[src/rtl/vga_pkg.sv]
// Shared VGA definitions: decoder FSM states and 640x480@60 timing constants.
// Also used by the matching timing generator.
package vga_pkg;

  typedef enum logic [1:0] {
    SEARCH  = 2'd0,
    MEASURE = 2'd1,
    LOCKED  = 2'd2
  } state_e;

  localparam int H_TOTAL  = 800;
  localparam int H_SYNC   = 96;
  localparam int H_ACTIVE = 640;
  localparam int V_TOTAL  = 525;

endpackage

[src/rtl/vga_edge_det.sv]
// Registers one sync input, normalises polarity (1 = sync asserted)
// and flags leading/trailing transitions of the registered level.
module vga_edge_det #(
  parameter bit POL = 1'b0
) (
  input  logic clk_i,
  input  logic rst_ni,
  input  logic sig_i,
  output logic lvl_o,
  output logic lead_o,
  output logic trail_o
);

  logic lvl_q;
  logic prev_q;

  always_ff @(posedge clk_i or negedge rst_ni) begin
    if (!rst_ni) begin
      lvl_q  <= 1'b0;
      prev_q <= 1'b0;
    end else begin
      lvl_q  <= (sig_i == POL);
      prev_q <= lvl_q;
    end
  end

  assign lvl_o   = lvl_q;
  assign lead_o  = lvl_q & ~prev_q;
  assign trail_o = ~lvl_q & prev_q;

endmodule

[src/rtl/vga_sync_decoder.sv]
// Measures incoming VGA line/frame geometry, locks onto a stable
// format and recovers per-pixel x/y coordinates.
module vga_sync_decoder #(
  parameter int CW          = 16,
  parameter bit SYNC_POL    = 1'b0,
  parameter int LOCK_FRAMES = 2
) (
  input  logic          clkin,
  input  logic          rst_n,
  input  logic          hin,
  input  logic          vin,
  input  logic          ain,
  output logic [CW-1:0] htotal,
  output logic [CW-1:0] hsw,
  output logic [CW-1:0] hactive,
  output logic [CW-1:0] vtotal,
  output logic          locked,
  output logic [CW-1:0] xpos,
  output logic [CW-1:0] ypos,
  output logic          pix_valid,
  output logic          fstart
);

  import vga_pkg::*;

  localparam logic [CW-1:0] MAXV = '1;
  localparam logic [CW-1:0] ONE  = CW'(1);
  localparam logic [7:0]    THR  = 8'(LOCK_FRAMES - 1);

  function automatic logic [CW-1:0] sat_inc(input logic [CW-1:0] v);
    return (v == MAXV) ? v : v + ONE;
  endfunction

  logic h_lvl, h_lead, h_trail;
  logic v_lvl, v_lead, v_trail;
  logic v_unused;

  vga_edge_det #(.POL(SYNC_POL)) u_hdet (
    .clk_i   (clkin),
    .rst_ni  (rst_n),
    .sig_i   (hin),
    .lvl_o   (h_lvl),
    .lead_o  (h_lead),
    .trail_o (h_trail)
  );

  vga_edge_det #(.POL(SYNC_POL)) u_vdet (
    .clk_i   (clkin),
    .rst_ni  (rst_n),
    .sig_i   (vin),
    .lvl_o   (v_lvl),
    .lead_o  (v_lead),
    .trail_o (v_trail)
  );

  assign v_unused = v_lvl ^ v_trail;

  logic          a_q, act_q;
  logic [CW-1:0] line_q, line_d;
  logic [CW-1:0] hswc_q, hswc_d;
  logic [CW-1:0] hact_q, hact_d;
  logic [CW-1:0] vline_q, vline_d;
  logic [CW-1:0] htotal_q, htotal_d;
  logic [CW-1:0] hsw_q, hsw_d;
  logic [CW-1:0] hactive_q, hactive_d;
  logic [CW-1:0] vtotal_q, vtotal_d;
  logic [CW-1:0] xpos_q, xpos_d;
  logic [CW-1:0] ypos_q, ypos_d;
  logic          sat;

  always_comb begin
    line_d    = sat_inc(line_q);
    htotal_d  = htotal_q;
    hswc_d    = hswc_q;
    hsw_d     = hsw_q;
    hact_d    = hact_q;
    hactive_d = hactive_q;
    vline_d   = vline_q;
    vtotal_d  = vtotal_q;
    xpos_d    = xpos_q;
    ypos_d    = ypos_q;
    if (h_lead) begin
      line_d    = ONE;
      htotal_d  = line_q;
      hswc_d    = ONE;
      hact_d    = {{(CW-1){1'b0}}, a_q};
      hactive_d = hact_q;
      xpos_d    = '0;
      if (hact_q != '0) ypos_d = sat_inc(ypos_q);
    end else begin
      if (h_lvl) hswc_d = sat_inc(hswc_q);
      if (a_q)   hact_d = sat_inc(hact_q);
      if (act_q) xpos_d = sat_inc(xpos_q);
    end
    if (h_trail) hsw_d = hswc_q;
    // A coincident hsync edge opens the new frame as its first line
    if (v_lead) begin
      vtotal_d = vline_q;
      vline_d  = h_lead ? ONE : '0;
      ypos_d   = '0;
    end else if (h_lead) begin
      vline_d = sat_inc(vline_q);
    end
  end

  assign sat = (line_q == MAXV) | (hswc_q == MAXV) |
               (hact_q == MAXV) | (vline_q == MAXV);

  state_e          state_q, state_d;
  logic [4*CW-1:0] snap_q, snap_d, cur;
  logic            snap_vld_q, snap_vld_d;
  logic [7:0]      match_q, match_d;

  assign cur = {htotal_d, hsw_d, hactive_d, vtotal_d};

  always_comb begin
    state_d    = state_q;
    snap_d     = snap_q;
    snap_vld_d = snap_vld_q;
    match_d    = match_q;
    unique case (state_q)
      SEARCH: begin
        if (v_lead) begin
          state_d    = MEASURE;
          snap_vld_d = 1'b0;
          match_d    = '0;
        end
      end
      MEASURE: begin
        if (v_lead) begin
          snap_d     = cur;
          snap_vld_d = 1'b1;
          if (snap_vld_q && (cur == snap_q)) begin
            match_d = match_q + 8'd1;
            if (match_d >= THR) state_d = LOCKED;
          end else begin
            match_d = '0;
          end
        end
      end
      LOCKED: begin
        if (h_lead && (htotal_d != snap_q[4*CW-1 -: CW]))
          state_d = SEARCH;
        if (v_lead && (vtotal_d != snap_q[CW-1:0]))
          state_d = SEARCH;
      end
      default: state_d = SEARCH;
    endcase
    if (sat) state_d = SEARCH;
  end

  logic locked_q, pix_valid_q, fstart_q;

  always_ff @(posedge clkin or negedge rst_n) begin
    if (!rst_n) begin
      a_q         <= 1'b0;
      act_q       <= 1'b0;
      line_q      <= '0;
      hswc_q      <= '0;
      hact_q      <= '0;
      vline_q     <= '0;
      htotal_q    <= '0;
      hsw_q       <= '0;
      hactive_q   <= '0;
      vtotal_q    <= '0;
      xpos_q      <= '0;
      ypos_q      <= '0;
      state_q     <= SEARCH;
      snap_q      <= '0;
      snap_vld_q  <= 1'b0;
      match_q     <= '0;
      locked_q    <= 1'b0;
      pix_valid_q <= 1'b0;
      fstart_q    <= 1'b0;
    end else begin
      a_q         <= ain;
      act_q       <= a_q;
      line_q      <= line_d;
      hswc_q      <= hswc_d;
      hact_q      <= hact_d;
      vline_q     <= vline_d;
      htotal_q    <= htotal_d;
      hsw_q       <= hsw_d;
      hactive_q   <= hactive_d;
      vtotal_q    <= vtotal_d;
      xpos_q      <= xpos_d;
      ypos_q      <= ypos_d;
      state_q     <= state_d;
      snap_q      <= snap_d;
      snap_vld_q  <= snap_vld_d;
      match_q     <= match_d;
      locked_q    <= (state_d == LOCKED);
      pix_valid_q <= (state_d == LOCKED) & a_q;
      fstart_q    <= v_lead;
    end
  end

  assign htotal    = htotal_q;
  assign hsw       = hsw_q;
  assign hactive   = hactive_q;
  assign vtotal    = vtotal_q;
  assign locked    = locked_q;
  assign xpos      = xpos_q;
  assign ypos      = ypos_q;
  assign pix_valid = pix_valid_q;
  assign fstart    = fstart_q;

endmodule

[config.mk]
export PLATFORM = sky130hd
export DESIGN_NAME = vga_sync_decoder
export DESIGN_NICKNAME = d
export VERILOG_FILES = /design/src/rtl/vga_pkg.sv /design/src/rtl/vga_edge_det.sv /design/src/rtl/vga_sync_decoder.sv
export SDC_FILE = /design/constraint.sdc
export NUM_CORES = 1
export LEC_CHECK = 0
export ABC_AREA = 0
export BUFFER_PORTS_ARGS = -buffer_cell sky130_fd_sc_hd__buf_4
export CAP_MARGIN = 20
export CORE_MARGIN = 2
export CORE_UTILIZATION = 40
export DETAILED_ROUTE_END_ITERATION = 7
export REMOVE_ABC_BUFFERS = 1
export SYNTH_ARGS = -nofsm -noshare
export SYNTH_HDL_FRONTEND = slang
export SYNTH_HIERARCHICAL = 1
export SYNTH_SLANG_ARGS = --single-unit
[constraint.sdc]
create_clock -name clkin -period 2.35 [get_ports clkin]
set_input_delay 0.3525 -clock clkin [delete_from_list [all_inputs] [get_ports clkin]]
set_output_delay 0.3525 -clock clkin [all_outputs]
set_load 0.01 [all_outputs]
Word level (Yosys, flattened, before mapping)
Index checks and enable logic that the tools add are counted.
{"block": "op_classes", "addsub": 7, "n_mul": 0, "n_div": 0, "magnitude_cmp": 1, "n_eq_ne": 20, "shift": 0, "n_mux": 38, "bitwise_logic": 12, "reduce_logical": 18}
{"op": "$mux W16", "count": 22}
{"op": "$add A16 B1 Y16 const B", "count": 6}
{"op": "$eq A16 B16 Y1 const B", "count": 6}
{"op": "$eq A64 B64 Y1", "count": 1}
{"op": "$ne A16 B16 Y1", "count": 2}
{"op": "$mux W8", "count": 3}
{"op": "$ne A2 B2 Y1 const B", "count": 8}
{"op": "$pmux W8 S2", "count": 1}
{"op": "$reduce_bool A16 Y1", "count": 1}
{"op": "$mux W2", "count": 7}
{"op": "$reduce_bool A2 Y1", "count": 6}
{"op": "$reduce_and A2 Y1", "count": 5}
{"op": "$add A8 B1 Y8 const B", "count": 1}
{"op": "$ge A8 B1 Y1 const B", "count": 1}
{"op": "$pmux W2 S3", "count": 1}
{"op": "$reduce_and A3 Y1", "count": 2}
{"op": "$not A1 Y1", "count": 5}
{"op": "$and A1 B1 Y1", "count": 4}
{"op": "$eq A2 B2 Y1 const B", "count": 2}
{"op": "$logic_and A1 B1 Y1", "count": 3}
{"op": "$mux W1", "count": 3}
{"op": "$or A1 B1 Y1", "count": 3}
{"op": "$eq A2 B1 Y1 const B", "count": 1}
{"op": "$logic_not A2 Y1", "count": 1}
{"op": "$pmux W1 S2", "count": 1}
{"block": "totals", "ff_bits": 244, "latchBits": 0, "ram_bits": 0, "rom_bits": 0, "input_bits": 5, "out_inout_bits": 99, "word_cells": 119, "n_memories": 0}

Depth between registers and ports, before layout
Gate-level depths: netlist (run 1).
{"block": "depth", "word_depth": 11, "mapped_depth": 10}

Cells and area by module
Netlist (run 1), hierarchy kept.
{"mod": "vga_sync_decoder", "instances": 1, "cells_per_inst": 1076, "area_each_um2": 11135.7, "seq_area_each_um2": 6005.8}
{"mod": "vga_edge_det", "instances": 2, "cells_per_inst": 5, "area_each_um2": 68.8, "seq_area_each_um2": 50.0}

Worst setup path before layout (run 1)
Ideal clock, no wire load.
{"block": "synth_timing", "kind": "register to register", "from": "reg u_vdet.prev_q", "to": "reg pix_valid_q (netlist: pix_valid)", "setup_time_ns": 0.087, "arrival_time_ns": 2.440, "required_ns": 2.263, "path_slack_ns": -0.177, "stages_incl_launch_ff": 11, "period_less_slack_ns": 2.527, "path_cell_list": "dfrtp_1 and2b_2 buf_6 buf_6 mux2_2 xor2_1 nor4_1 nand4_1 nor3_2 nand4_2 a211oi_2"}
{"block": "synth_via", "elab_chain_len": 11, "word_cells_on_any_way": 15}
{"item": "from (decl)", "line": "vga_edge_det.sv:15", "rtl": "logic prev_q;"}
{"item": "from (signal assigned)", "line": "vga_edge_det.sv:23", "rtl": "prev_q <= lvl_q;"}
{"item": "$not A1 Y1 *", "line": "vga_edge_det.sv:28", "rtl": "assign lead_o = lvl_q & ~prev_q;"}
{"item": "$and A1 B1 Y1 *", "line": "vga_edge_det.sv:28"}
{"item": "via v_lead", "line": "vga_sync_decoder.sv:35", "rtl": "logic v_lvl, v_lead, v_trail;"}
{"item": "$mux W16 *", "line": "vga_sync_decoder.sv:97", "rtl": "if (v_lead) begin"}
{"item": "via vtotal_d[3]", "line": "vga_sync_decoder.sv:66", "rtl": "logic [CW-1:0] vtotal_q, vtotal_d;"}
{"item": "$eq A64 B64 Y1", "line": "vga_sync_decoder.sv:133", "rtl": "if (snap_vld_q && (cur == snap_q)) begin"}
{"item": "$logic_and A1 B1 Y1", "line": "vga_sync_decoder.sv:133"}
{"item": "$mux W2", "line": "vga_sync_decoder.sv:133"}
{"item": "$mux W2", "line": "vga_sync_decoder.sv:130", "rtl": "if (v_lead) begin"}
{"item": "$pmux W2 S3 *", "line": "vga_sync_decoder.sv:121", "rtl": "unique case (state_q)"}
{"item": "$mux W2 *", "line": "vga_sync_decoder.sv:149", "rtl": "if (sat) state_d = SEARCH;"}
{"item": "$eq A2 B2 Y1 *", "line": "vga_sync_decoder.sv:193", "rtl": "pix_valid_q <= (state_d == LOCKED) & a_q;"}
{"item": "$and A1 B1 Y1 *", "line": "vga_sync_decoder.sv:193"}
{"item": "to (signal assigned)", "line": "vga_sync_decoder.sv:193"}
{"item": "to (decl)", "line": "vga_sync_decoder.sv:152", "rtl": "logic locked_q, pix_valid_q, fstart_q;"}
The timed path passes the listed nets; every way through them passes the cells marked *.
A chain may end at the register's enable or synchronous reset.

Worst setup path in the final report (run 1)
{"block": "layout_timing", "from": "reg u_vdet.prev_q", "to": "reg match_q[2]"}
{"block": "layout_via", "elab_chain_len": 8, "word_cells_on_any_way": 11}
{"item": "$not A1 Y1", "line": "vga_edge_det.sv:28"}
{"item": "$and A1 B1 Y1", "line": "vga_edge_det.sv:28"}
{"item": "via v_lead", "line": "vga_sync_decoder.sv:35"}
{"item": "$mux W16", "line": "vga_sync_decoder.sv:97"}
{"item": "via vtotal_d[5]", "line": "vga_sync_decoder.sv:66"}
{"item": "$eq A64 B64 Y1", "line": "vga_sync_decoder.sv:133"}
{"item": "$logic_and A1 B1 Y1", "line": "vga_sync_decoder.sv:133"}
{"item": "$mux W8", "line": "vga_sync_decoder.sv:133"}
{"item": "$mux W8", "line": "vga_sync_decoder.sv:130"}
{"item": "$pmux W8 S2", "line": "vga_sync_decoder.sv:121"}
{"item": "to (signal assigned)", "line": "vga_sync_decoder.sv:191", "rtl": "match_q <= match_d;"}
{"item": "to (decl)", "line": "vga_sync_decoder.sv:112", "rtl": "logic [7:0] match_q, match_d;"}
The timed path passes the listed nets, and every way through them passes these cells. The select of a mux whose other input is x is not followed.

==> results of run 1 <==
## placed cells by master (no fill, tap or decap), types with 3 or more instances in the layout
cell / instances
mux2i_1: 50
nor2_1: 106
nor3_1: 16
clkinv_2: 4
clkbuf_8: 7
buf_12: 13
clkbuf_16: 29
mux2i_4: 3
nor4_1: 13
a21oi_1: 11
or3_1: 6
nand2_1: 132
dlygate4sd3_1: 4
mux2_4: 3
mux2_2: 9
inv_1: 77
or2_2: 5
and3_1: 13
xor2_1: 62
dfrtp_1: 244
nand3_1: 29
nand2b_1: 4
a41oi_2: 3
mux2i_2: 6
o2111ai_1: 4
xnor2_1: 86
and4_1: 9
ha_1: 10
and2_1: 6
clkbuf_1: 8
nor4_2: 8
buf_4: 223
o21ai_0: 64
nand4_1: 28
## routing by layer
layer	share of wire, %	global-route usage, %	routed length, microns	vias to the layer above
li1	-	-	-	4084
met1	50	26.2	12500	3943
met2	44	27.0	11100	127
met3	4.0	2.72	1000	36
met4	1.9	4.53	472	0
met5	0	0	0	-
## stage by stage
step	hold slack [ps]	setup TNS (ps)	cell area, sq um	setup WS (ps)	utilization (%)
final	353	-4220	14700	-423	52.9
after global routing	405	-5750	14700	-565	52.9
after CTS	365	-3830	14600	-375	52.5
after detailed placement	354	-4820	13400	-492	48.3
after global placement	351	-4650	13400	-467	48.3
after floorplan	56.9	-96260	11100	-1100	-
## what timing repair did
| item | in CTS | in global routing |
|---|---|---|
| endpoints found under the hold margin | 66 | 0 |
| hold buffers | 4 | 0 |
| gates resized for setup | 21 | 16 |
| endpoints found under the setup margin | 12 | 75 |
| cloned | 2 | 0 |
| pin swaps | 20 | 5 |
| buffers inserted | 5 | 3 |
## final cells by class
class / count / area [sq um]
clock inverter: 6 / 57.6
timing repair buffer: 245 / 2080
inverter: 77 / 289
tap: 378 / 473
multi-input combinational: 725 / 4830
fill: 2553 / 13100
sequential: 244 / 6110
clock buffer: 44 / 852
## worst register-to-register path, cell delays in order, from the launching register on
cell and delay (ps):
dfrtp_1 360, and2b_4 310, buf_12 150, mux2_4 320
xor2_2 150, nor4_2 260, buf_4 170, nand4_1 240
nor3_4 300, buf_4 200, nand3_4 100, o22ai_2 140
## power groups by stage
stage	Combinational (uW)	Sequential (uW)	Clock, uW
after global routing	1970	4800	4580
after detailed placement	1710	4840	0
after global placement	1690	4830	0
after floorplan	815	4830	0
after CTS	1760	4760	4380
final	1770	4760	4270
## final timing paths
path / endpoint / slack [ps] / from / depth (start not counted)
min in group clkin: act_q / 430 / a_q / 0
worst min register to register: act_q / 430 / a_q / 0
worst max register to register: match_q[2] / -420 / u_vdet/prev_q / 11
worst max-delay path: match_q[2] / -420 / u_vdet/prev_q / 11
max in group asynchronous: u_vdet/lvl_o / 1240 / rst_n / 3
worst min-delay path: hsw[5] / 350 / rst_n / 2
==> results.py, run 1 <==
metrics = {
    "run_status": {
        "status": "complete, but fails checks",
        "violations": "negative setup slack",
    },
    "global_route": {
        "grt_overflow": 0,
        "grt_pass1_wl_microns": 42000,
        "grt_start_max_net_pins": 68,
        "grt_use_total_pct": 17.7,
        "grt_pass1_vias": 8172,
        "antenna_found_initial": 0,
    },
    "drt": {
        "ant_nets": 0,
        "wl_microns": 25100,
        "drtPass1Iterations": 4,
        "wl_per_cell_microns": 14.6,
        "drcViolationCount": 0,
        "viasPerCell": 4.76,
        "first_iter_violations": 439,
        "num_vias": 8190,
    },
    "timing": {
        "setup_ws_ps": -423,
        "max_freq_mhz": 361,
        "drv_slew": 0,
        "final-hold-violation-count": 0,
        "rsz0062_at_grt": "true",
        "finalCriticalPeriod_ps": 2770,
        "period_share_pct": 118,
        "fin_skew_ps": 11.2,
        "tightest_slew_ps": 582,
        "setup_viol": 12,
        "max_slew_margin_pct": 60.9,
    },
    "setup_path": {
        "max_stage_delay_ps": 360,
        "cp_top_family": "simple AND/OR/NAND/NOR gates",
        "path_cells": "and2b_4 -> buf_12 -> mux2_4 -> xor2_2 -> nor4_2 -> buf_4 -> nand4_1 -> nor3_4 -> buf_4 -> nand3_4 -> o22ai_2",
        "critPathBufInv": 3,
        "crit_fanout": 7,
        "cp_slowest_cell": "dfrtp_1",
        "end_kind": "flip-flop",
        "startpoint_type": "flip-flop",
        "cp_common_cell": "buf_4",
        "worstPathArrival_ps": 3230,
        "crit_type": "reg2reg",
        "critPathRequiredTime_ps": 2810,
    },
    "power_and_ir_drop": {
        "p_leak_uw": 0.00729,
        "p_switching_uw": 2870,
        "ir_drop_v": 0.000477,
        "p_total_uw": 10800,
        "internal_power_uw": 7930,
        "power_density_mw_per_mm2": 735,
        "seqPwrFrac_pct": 44.1,
        "p_comb_share_pct": 16.4,
        "clkPwrFrac_pct": 39.5,
        "p_sw_share_pct": 26.6,
    },
    "logic_synthesis": {
        "netlist_instances": 1085,
        "yosysWarnings": 6,
        "syn_area_per_cell_sq_um": 10.4,
        "netlist_area_sq_mm": 0.0113,
    },
    "floorplan": {
        "die_area_sq_mm": 0.0295,
        "fp.dieW_microns": 172,
        "fp.dieH_microns": 172,
        "start_util_pct": 40.6,
        "rows": 61,
        "pin_count": 104,
        "coreArea_sq_mm": 0.0278,
    },
    "cts": {
        "cts-root-buf": "clkbuf_16",
        "cts_buffers": 28,
        "htree_levels": 1,
        "clk_pin_slew_ps": 60,
        "clock-sinks": 244,
        "clockBufferDepth": 3,
        "insertion_delay_ps": 540,
        "cts_tree": "yes",
    },
    "flow_run": {
        "maxCapViolCount": 0,
    },
    "final_layout": {
        "top_register": "snap_q",
        "largest_reg_flops": 64,
        "final_cells": 1719,
        "drive_above_1_share_pct": 25.3,
        "n_antenna_cell": 0,
        "fin_nets": 1336,
        "area_growth_syn_to_layout_pct": 30.4,
    },
    "placed_design": {
        "place_hpwl_microns": 17600,
        "place.port_buffers": 103,
        "dp_cells": 1655,
        "gp_congestion": 0.791,
    },
    "hold_path": {
        "hold_class": "in2async",
    },
}
No activity file was read; power rests on OpenSTA's default activity.
==> run 2: changes to the inputs <==
--- a/config.mk
+++ b/config.mk
@@ -8,6 +8,7 @@
 export ABC_AREA = 0
 export BUFFER_PORTS_ARGS = -buffer_cell sky130_fd_sc_hd__buf_4
 export CAP_MARGIN = 20
+export CORE_ASPECT_RATIO = 1.4
 export CORE_MARGIN = 2
 export CORE_UTILIZATION = 40
 export DETAILED_ROUTE_END_ITERATION = 7
==> results.py, run 2 (synthesis gave the netlist of run 1 again) <==
metrics = {
    "setup_path": {
        "crit_fanout": 10,
        "crit_type": "reg2reg",
        "startpoint_type": "flip-flop",
        "critPathRequiredTime_ps": 2810,
        "end_kind": "flip-flop",
        "worstPathArrival_ps": 3190,
    },
    "run_status": {
        "status": "complete, but fails checks",
        "violations": "negative setup slack",
    },
    "placed_design": {
        "dp_slack_ps": -518,
        "place.port_buffers": 103,
        "place_hpwl_microns": 17700,
        "gp_congestion": 0.788,
        "placed_area_sq_mm": 0.0133,
        "dp_cells": 1637,
    },
    "cts": {
        "cts_tree": "yes",
        "insertion_delay_ps": 540,
        "clock-sinks": 244,
        "clockBufferDepth": 3,
        "cts_buffers": 25,
        "htree_levels": 1,
        "cts-root-buf": "clkbuf_16",
        "clk_pin_slew_ps": 60,
    },
    "final_layout": {
        "top_register": "snap_q",
        "layout_common_cells": "dfrtp_1, buf_4, nand2_1",
        "fin_nets": 1327,
        "n_antenna_cell": 0,
        "mostFrequentLayoutCell": "dfrtp_1",
        "area_growth_syn_to_layout_pct": 30.7,
        "final_cells": 1700,
        "drive_above_1_share_pct": 25.6,
        "fin_area_sq_mm": 0.0147,
        "largest_reg_flops": 64,
    },
    "drt": {
        "first_iter_violations": 444,
        "wl_per_cell_microns": 15.1,
        "drtPass1Iterations": 4,
        "drcViolationCount": 0,
        "viasPerCell": 4.86,
        "wl_microns": 25700,
        "num_vias": 8262,
        "ant_nets": 0,
    },
    "floorplan": {
        "pin_count": 104,
        "start_util_pct": 40.7,
        "fp.dieH_microns": 203,
        "fp.dieW_microns": 146,
        "rows": 72,
        "coreArea_sq_mm": 0.0277,
        "die_area_sq_mm": 0.0295,
    },
    "timing": {
        "rsz0062_at_grt": "true",
        "finalCriticalPeriod_ps": 2730,
        "max_slew_margin_pct": 58.6,
        "tightest_slew_ps": 617,
        "fin_skew_ps": 14.4,
        "period_share_pct": 116,
        "max_freq_mhz": 366,
        "setup_viol": 12,
        "final-hold-violation-count": 0,
        "setup_ws_ps": -379,
        "holdWs_ps": 314,
        "drv_slew": 0,
    },
    "power_and_ir_drop": {
        "power_density_mw_per_mm2": 753,
        "p_comb_share_pct": 16.7,
        "p_leak_uw": 0.00727,
        "ir_drop_v": 0.000541,
        "p_switching_uw": 2910,
        "p_total_uw": 11100,
        "seqPwrFrac_pct": 43.2,
        "p_sw_share_pct": 26.2,
        "clkPwrFrac_pct": 40.2,
        "internal_power_uw": 8180,
    },
    "global_route": {
        "grt_overflow": 0,
        "grt_use_total_pct": 17.6,
        "grt_pass1_wl_microns": 42800,
        "antenna_found_initial": 0,
        "grt_pass1_vias": 8559,
        "grt_start_max_net_pins": 68,
    },
    "hold_path": {
        "hold_class": "in2async",
    },
    "flow_run": {
        "maxCapViolCount": 0,
    },
}
run 2: changes by cell type in the layout (fill, tap and decap cells not counted), moves of 4 or more:
cell and change:
mux2i_2 +5, mux2i_1 -11, clkbuf_1 -4, bufinv_16 +5
buf_6 +5, mux2i_4 +6, buf_4 -8, buf_12 -5
run 2: final cells by class:
type | count | area [sq um]
fill | 2461 | 12900
sequential | 244 | 6110
multi-input combinational | 725 | 4910
timing repair buffer | 239 | 2030
clock buffer | 34 | 709
tap | 370 | 463
inverter | 77 | 289
clock inverter | 11 | 211
run 2: power by group through the flow:
stage / sequential [uW] / combinational [uW] / clock, uW
global route: 4830 / 2040 / 4730
floorplan: 4830 / 815 / 0
global placement: 4830 / 1680 / 0
detailed placement: 4840 / 1700 / 0
finish: 4790 / 1850 / 4450
CTS: 4780 / 1830 / 4580
run 2: per-stage QoR:
| step | TNS [ps] | utilization, % |
|---|---|---|
| 4_1_cts | -4000 | 52.6 |
| 6_report | -3950 | 53.3 |
| 3_3_place_gp | -4310 | 48.1 |
| 3_5_place_dp | -4880 | 48.1 |
| 2_1_floorplan | -96260 | - |
| 5_1_grt | -5710 | 53.3 |
run 2: per-layer routing:
metal	share of wire (%)	global-route usage (%)	vias up
met1	43	22.4	4045
met3	3.2	2.36	41
met2	51	30.9	112
met4	2.9	5.95	0
met5	0	0	-
li1	-	-	4064
run 2: final timing paths:
check | start | to | slack (ps) | depth (start not counted)
min | rst_n | snap_q[44] | 310 | 2
min reg2reg | u_vdet/lvl_o | u_vdet/prev_q | 380 | 0
max in group asynchronous | rst_n | vline_q[5] | 1310 | 3
max reg2reg | u_hdet/prev_q | pix_valid | -380 | 10
max | u_hdet/prev_q | pix_valid | -380 | 10
min in group clkin | u_vdet/lvl_o | u_vdet/prev_q | 380 | 0
run 2: worst max-delay path, stage by stage (launching register included):
cell and delay [ps]:
dfrtp_1 370, and2b_4 360, buf_12 190, mux2i_4 250
xnor2_1 100, nor4_1 320, nand4_1 240, nor4b_4 310
buf_6 160, nand4_2 140, a211oi_2 200
run 2: repair_timing:
| item | CTS | global route |
|---|---|---|
| hold buffers | 4 | 0 |
| setup buffers | 8 | 2 |
| endpoints found under the hold margin | 51 | 0 |
| pin swaps | 21 | 8 |
| cloned | 3 | 2 |
| endpoints found under the setup margin | 12 | 69 |
| resized for setup | 35 | 21 |
